File: config.mk
export PLATFORM = sky130hd
export DESIGN_NAME = ps2_key_tracker
export DESIGN_NICKNAME = d
export VERILOG_FILES = /design/src/rtl/ps2_key_tracker.sv
export SDC_FILE = /design/constraint.sdc
export NUM_CORES = 1
export LEC_CHECK = 0
export BUFFER_PORTS_ARGS = -buffer_cell sky130_fd_sc_hd__buf_4
export CAP_MARGIN = 0
export CORE_AREA = 2 2 97 99
export DETAILED_ROUTE_END_ITERATION = 12
export DIE_AREA = 0 0 99 101
export PLACE_DENSITY = 0.69
export SLEW_MARGIN = 20
export SYNTH_ARGS = -nofsm -noshare
export SYNTH_HDL_FRONTEND = slang
export SYNTH_SLANG_ARGS = --single-unit
File: constraint.sdc
create_clock -name clk -period 3.33 [get_ports clk]
set_clock_uncertainty 0.1 [all_clocks]
set_input_delay 0.333 -clock clk [delete_from_list [all_inputs] [get_ports clk]]
set_output_delay 0.333 -clock clk [all_outputs]
set_load 0.05 [all_outputs]
File: src/rtl/ps2_key_tracker.sv
// PS/2 key-event front end.
// Pops scan-code bytes from the ps2_keyboard receiver and parses E0/F0 prefixes.
// Tracks the held key, counts distinct presses and flags typematic repeats.
// Drives hex seven-segment digits from the tracked state.
//
// Receiver handshake: ps2_ready high means ps2_data holds a valid FIFO head.
// In a cycle where ps2_ready=1 and the fetch FSM is idle, ps2_nextdata_n is
// driven low. That cycle both consumes ps2_data and pops the FIFO. A one-cycle
// gap always follows, so the receiver sees its new head before the next pop.
module ps2_key_tracker #(
  parameter int NUM_DIGITS     = 6,
  parameter int CNT_W          = 8,
  parameter bit SEG_ACTIVE_LOW = 1'b1
) (
  input  logic                    clk,
  input  logic                    rst,
  input  logic [7:0]              ps2_data,
  input  logic                    ps2_ready,
  input  logic                    ps2_overflow,
  output logic                    ps2_nextdata_n,
  output logic [7:0]              o_key_code,
  output logic                    o_key_ext,
  output logic                    o_key_valid,
  output logic [CNT_W-1:0]        o_press_cnt,
  output logic                    o_repeat,
  output logic                    o_err,
  output logic [8*NUM_DIGITS-1:0] o_seg,
  output logic                    dbg_fetch_state,
  output logic [1:0]              dbg_parse_state
);

  typedef enum logic {F_IDLE, F_GAP} fetch_t;
  typedef enum logic [1:0] {P_BASE, P_E0, P_F0, P_E0F0} parse_t;

  localparam int PAD_W = 4*NUM_DIGITS + CNT_W;

  fetch_t     f_state, f_next;
  parse_t     p_state, p_next;
  logic       pop;
  logic       is_ctrl;
  logic       make_ev, brk_ev, ev_ext;
  logic       same_key;

  assign dbg_fetch_state = f_state;
  assign dbg_parse_state = p_state;
  assign ps2_nextdata_n  = ~pop;

  // Fetch next-state: pop only from idle, and never while reset is held.
  always_comb begin
    f_next = f_state;
    pop    = 1'b0;
    case (f_state)
      F_IDLE: begin
        if (ps2_ready && !rst) begin
          pop    = 1'b1;
          f_next = F_GAP;
        end
      end
      F_GAP:   f_next = F_IDLE;
      default: f_next = F_IDLE;
    endcase
  end

  // Fetch state register.
  always_ff @(posedge clk) begin
    if (rst) f_state <= F_IDLE;
    else     f_state <= f_next;
  end

  // Receiver control bytes never reach the key parser.
  always_comb begin
    case (ps2_data)
      8'h00, 8'hAA, 8'hEE, 8'hFA, 8'hFC, 8'hFE, 8'hFF, 8'hE1: is_ctrl = 1'b1;
      default:                                               is_ctrl = 1'b0;
    endcase
  end

  // Parse next-state and make/break event decode; overflow discards any prefix.
  always_comb begin
    p_next  = p_state;
    make_ev = 1'b0;
    brk_ev  = 1'b0;
    ev_ext  = 1'b0;
    if (ps2_overflow) begin
      p_next = P_BASE;
    end else if (pop) begin
      if (is_ctrl) begin
        p_next = P_BASE;
      end else begin
        case (p_state)
          P_BASE: begin
            if (ps2_data == 8'hE0)      p_next = P_E0;
            else if (ps2_data == 8'hF0) p_next = P_F0;
            else                        make_ev = 1'b1;
          end
          P_E0: begin
            if (ps2_data == 8'hF0)      p_next = P_E0F0;
            else if (ps2_data == 8'hE0) p_next = P_E0;
            else begin
              make_ev = 1'b1;
              ev_ext  = 1'b1;
              p_next  = P_BASE;
            end
          end
          P_F0: begin
            brk_ev = 1'b1;
            p_next = P_BASE;
          end
          P_E0F0: begin
            brk_ev = 1'b1;
            ev_ext = 1'b1;
            p_next = P_BASE;
          end
          default: p_next = P_BASE;
        endcase
      end
    end
  end

  // Parse state register.
  always_ff @(posedge clk) begin
    if (rst) p_state <= P_BASE;
    else     p_state <= p_next;
  end

  assign same_key = o_key_valid && (o_key_ext == ev_ext) && (o_key_code == ps2_data);

  // Held-key tracking, press counting and repeat pulse.
  always_ff @(posedge clk) begin
    if (rst) begin
      o_key_code  <= 8'h00;
      o_key_ext   <= 1'b0;
      o_key_valid <= 1'b0;
      o_press_cnt <= '0;
      o_repeat    <= 1'b0;
    end else begin
      o_repeat <= 1'b0;
      if (make_ev) begin
        if (same_key) begin
          o_repeat <= 1'b1;
        end else begin
          o_key_code  <= ps2_data;
          o_key_ext   <= ev_ext;
          o_key_valid <= 1'b1;
          o_press_cnt <= o_press_cnt + CNT_W'(1);
        end
      end else if (brk_ev && same_key) begin
        o_key_valid <= 1'b0;
      end
    end
  end

  // Sticky overflow flag.
  always_ff @(posedge clk) begin
    if (rst)               o_err <= 1'b0;
    else if (ps2_overflow) o_err <= 1'b1;
  end

  function automatic logic [7:0] seg_glyph(input logic [3:0] nib, input logic dp);
    logic [6:0] font;
    case (nib)
      4'h0: font = 7'h3F;  4'h1: font = 7'h06;  4'h2: font = 7'h5B;  4'h3: font = 7'h4F;
      4'h4: font = 7'h66;  4'h5: font = 7'h6D;  4'h6: font = 7'h7D;  4'h7: font = 7'h07;
      4'h8: font = 7'h7F;  4'h9: font = 7'h6F;  4'hA: font = 7'h77;  4'hB: font = 7'h7C;
      4'hC: font = 7'h39;  4'hD: font = 7'h5E;  4'hE: font = 7'h79;  default: font = 7'h71;
    endcase
    return SEG_ACTIVE_LOW ? ~{dp, font} : {dp, font};
  endfunction

  function automatic logic [8*NUM_DIGITS-1:0] build_seg(input logic valid, input logic ext,
                                                         input logic [7:0] code,
                                                         input logic [CNT_W-1:0] cnt);
    logic [8*NUM_DIGITS-1:0] s;
    logic [PAD_W-1:0]        pad;
    logic [7:0]              blank;
    blank = SEG_ACTIVE_LOW ? 8'hFF : 8'h00;
    pad   = PAD_W'(cnt);
    s     = '0;
    s[7:0]  = valid ? seg_glyph(code[3:0], ext)  : blank;
    s[15:8] = valid ? seg_glyph(code[7:4], 1'b0) : blank;
    for (int i = 2; i < NUM_DIGITS; i++) begin
      s[8*i +: 8] = seg_glyph(pad[4*(i-2) +: 4], 1'b0);
    end
    return s;
  endfunction

  // Display register, one cycle behind the key state.
  always_ff @(posedge clk) begin
    if (rst) o_seg <= build_seg(1'b0, 1'b0, 8'h00, '0);
    else     o_seg <= build_seg(o_key_valid, o_key_ext, o_key_code, o_press_cnt);
  end

endmodule
======== Word level (Yosys, flattened, before mapping) ========
Memory sizes are Yosys's and may differ from the RTL's. A register that Yosys moved wholly into a read port is not among the register bits.
Cells that the tools add are included.
storage, ports and cells
  input port bits ......................... 12
  word-level logic and storage cells ...... 100
  memories ................................ 4
  memory bits (read-only) ................. 448
  output and inout port bits .............. 72
  register bits ........................... 71
memories
  name             depth  bits a word  read ports  clocked after Yosys merged registers in  wr ports  RTL line  text
  (no name shown)  16     7            1           1                                        0         161       case (nib)
  (no name shown)  16     7            1           1                                        0         161
  (no name shown)  16     7            1           1                                        0         161
  (no name shown)  16     7            1           1                                        0         161
cells by class
  add/subtract/negate cells ............... 1
  bitwise logic cells ..................... 10
  muxes and demuxes ....................... 43
  equal/unequal tests ..................... 16
  reduce and logical (&&, ||, !) cells .... 16
operators with widths
  operator             number
  $eq 8x8->1 const B   9
  $mux 7               5
  $mux 4               8
  $not 7->8            4
  $mux 1               22
  $add 8x1->8 const B  1
  $eq 8x8->1           1
  $logic_not 8->1      1
  $mux 2               4
  $not 8->8            1
  $reduce_or 2->1      4
  $reduce_or 8->1      1
  $pmux 1 s2           3
  $pmux 2 s3           1
  $reduce_and 2->1     3
  $not 1->1            5
  $eq 2x2->1 const B   2
  $logic_and 1x1->1    4
  $ne 4x4->1 const B   1
  $eq 2x1->1 const B   1
  $logic_not 2->1      1
  $ne 2x2->1 const B   1
  $reduce_bool 2->1    1
  $eq 1x1->1           1
  $logic_not 1->1      1

======== Logic depth before layout (Yosys ltp) ========
  word-level depth ........................ 14
  mapped depth ............................ 15
  gate-level depth less buffers ........... 12

======== Worst setup path after synthesis ========
Ideal clock, no wire load.
  path type ............................... input to register
  start point ............................. input ps2_data[1]
  end point ............................... register with a tool-made name
  cell stages on the path ................. 15
  required time ........................... 3.113 ns
  arrival time ............................ 3.155 ns
  path slack .............................. -0.042 ns
  setup time .............................. 0.117 ns
  path through ............................ buf_2 > or4_4 > o311ai_2 > xnor2_1 > or2_1 > buf_6 > nand2_2 > buf_4 > nand2_1 > a21oi_1 > inv_1 > ha_1 > nand3b_1 > o21ai_0 > a22o_1
RTL lines
  what         RTL line  text
  from (decl)  17        input logic [7:0] ps2_data,

==> run metrics <==
status complete, no violations; # H-tree levels 3; Synth Cell Area 3940 µm²; first-pass iteration count of the detailed router 4; fin. max-slew vios 0; asr flop ratio synth 0%; Avg Inst Size Synth 9.15 µm²; crit end category flip-flop; DR DRC count 0; Via-to-Cell Ratio 5.09; fin nets 551; share of cells above drive strength 1 27.1%; Final min period 3.04 ns; starting density of the core 43.9%; Max-cap violations 0; Min Hold Slack 0.0838 ns; class of the most critical setup path reg -> reg; initial antenna violation count 0; count of final hold-check violations 0; area share of the largest cell type after synthesis 40.6%; global-route wire length before repair 13.9 mm; top post-synthesis cells by area dfxtp_1, ha_1, buf_4; Pwr Density 438 nW/µm²; crit start category flip-flop; relative slew slack 61.2%; largest net degree at the start of global routing 60; hold_buf cts 0; vias in the first global route 2912; Antenna Violating Nets Remaining 0; Die Ht 101 µm; CTS tree done; #FFs+latches synth 80; Seq/Total Area, Yosys 40.6%; Antenna Diode Count 0; All-Layer GR Usage 17.3%; peak supply drop 0.181 mV; drt initial violations 171; Final TNS setup 0 ns; Post-CTS Resized 0; Synth cell types 69; grt ovf 0; CP Data Arrival Time 3.24 ns; Primary FF master, synth dfxtp_1; leak pwr 2.10 nW; # rows 35; R2R Setup Slk 0.29 ns; Critical Path RT 3.52 ns; unrepaired setup endpoints after global routing false; Tightest Pin Transition 0.582 ns; die area 10000 µm²; total CTS buffers 9; I/O Buffers 64; synth warn 0; # IOs 84; Core ar. 8980 µm²; most frequent cells in the layout buf_4, dfxtp_1, nor2_1; hold path depth 2; Final setup viols 0; setup bufs post-CTS 0; Vias 3193; Multi-input gate area 2050 µm²; Worst-path clk slew 0.09 ns; final WL 8.56 mm; crit-path max FO 8; clock root cell clkbuf_8; Die W 99 µm; routability cong. 0.925; HP Class in -> reg; Area growth syn-to-layout 22.1%; FF-to-FF path depth 11; Layout fillers 804; Final Cycle Share 91.4%; Post-synth EDFFs 0; beginning of the critical path dbg_fetch_state; Cells after Synth 431; Reg area 1600 µm²; DP HPWL 6.24 mm; reg2reg start dbg_fetch_state; clk_lat worst skew 0.36 ns; cell taking the most area after synthesis dfxtp_1; Max Root-Sink Buffers 2; Max Clk Rate 0.329 GHz; most common cell after layout, fill and taps aside buf_4; clock sink count 80; routed len/inst 13.6 µm
[stage by stage]
step                      cell area, µm²  total power, W  cells  worst slack (ns)  utilization (%)
after floorplan                     4020         0.00131    448           0.00955                -
after global placement              4610         0.00139    611             0.127             51.3
after detailed placement            4610         0.00139    611            0.0388             51.3
after CTS                           4820         0.00212    627             0.260             53.6
after global routing                4820         0.00219    627            0.0283             53.6
final                               4820         0.00211    627             0.287             53.6
[metal layers]
layer	share of wire, %	track usage (%)	up-vias
met3	5.6	4.02	10
met5	0	0	-
met4	1.6	5.80	0
li1	-	-	1609
met1	47	23.2	1479
met2	46	27.5	95
[cell type report]
cell class	instances	area share, %
Tap cell	111	2.88
Inverter	27	2.10
Clock buffer	12	3.22
Multi-Input combinational cell	298	42.6
Sequential cell	80	33.3
Timing Repair Buffer	95	14.8
Clock inverter	4	1.09
[logic make-up after synthesis]
| kind of cell | count (synthesis) | synth area share [%] |
|---|---|---|
| xor gates and xnor gates | 15 | 3.33 |
| DFF | 80 | 40.6 |
| AOI/OAI and AO/OA | 80 | 14.2 |
| adders and majority gates | 28 | 8.88 |
| buffers and inverters | 70 | 9.20 |
| other | 2 | 0.190 |
| and+or+nand+nor | 138 | 18.3 |
| muxes | 18 | 5.36 |
[critical path: stages, from the launching register on]
cell	delay, ns
dfxtp_1	0.34
nor4b_2	0.42
o311ai_2	0.19
xnor2_1	0.33
o2111ai_1	0.20
or3_1	0.38
a21oi_1	0.16
buf_4	0.17
inv_1	0.06
ha_1	0.21
mux2_1	0.29
o22ai_1	0.13
[how the worst min path moves through the flow]
stage / startpoint / end / slack [ns]
2_1_floorplan: flip-flop / o_seg[0] / 0.24
3_3_place_gp: flip-flop / o_seg[9] / 0.25
3_5_place_dp: flip-flop / o_seg[11] / 0.25
4_1_cts: ps2_overflow / dbg_parse_state[1] / 0.07
5_1_grt: ps2_overflow / dbg_parse_state[1] / 0.09
6_report: ps2_overflow / dbg_parse_state[0] / 0.08
[Yosys cell counts, types with 4 or more instances]
cell type	count
a21oi_1	25
a22oi_1	4
a31oi_1	4
and2_1	4
buf_2	4
buf_4	21
clkbuf_1	14
dfxtp_1	80
ha_1	28
inv_1	23
inv_2	4
mux2_2	4
mux2i_1	9
nand2_1	30
nand2b_1	7
nand3_1	12
nand3b_1	4
nor2_1	32
nor3_1	15
o211ai_1	4
o21ai_0	11
xnor2_1	6
xor2_1	9
[power breakdown]
| part | switching [W] | total (W) | internal (W) |
|---|---|---|---|
| Combinational | 0.000251 | 0.000357 | 0.000106 |
| Clock | 0.000351 | 0.000739 | 0.000387 |
| Sequential | 0.0000169 | 0.00101 | 0.000997 |
| Total | 0.000619 | 0.00211 | 0.00149 |
(Power assumes the default switching activity.)
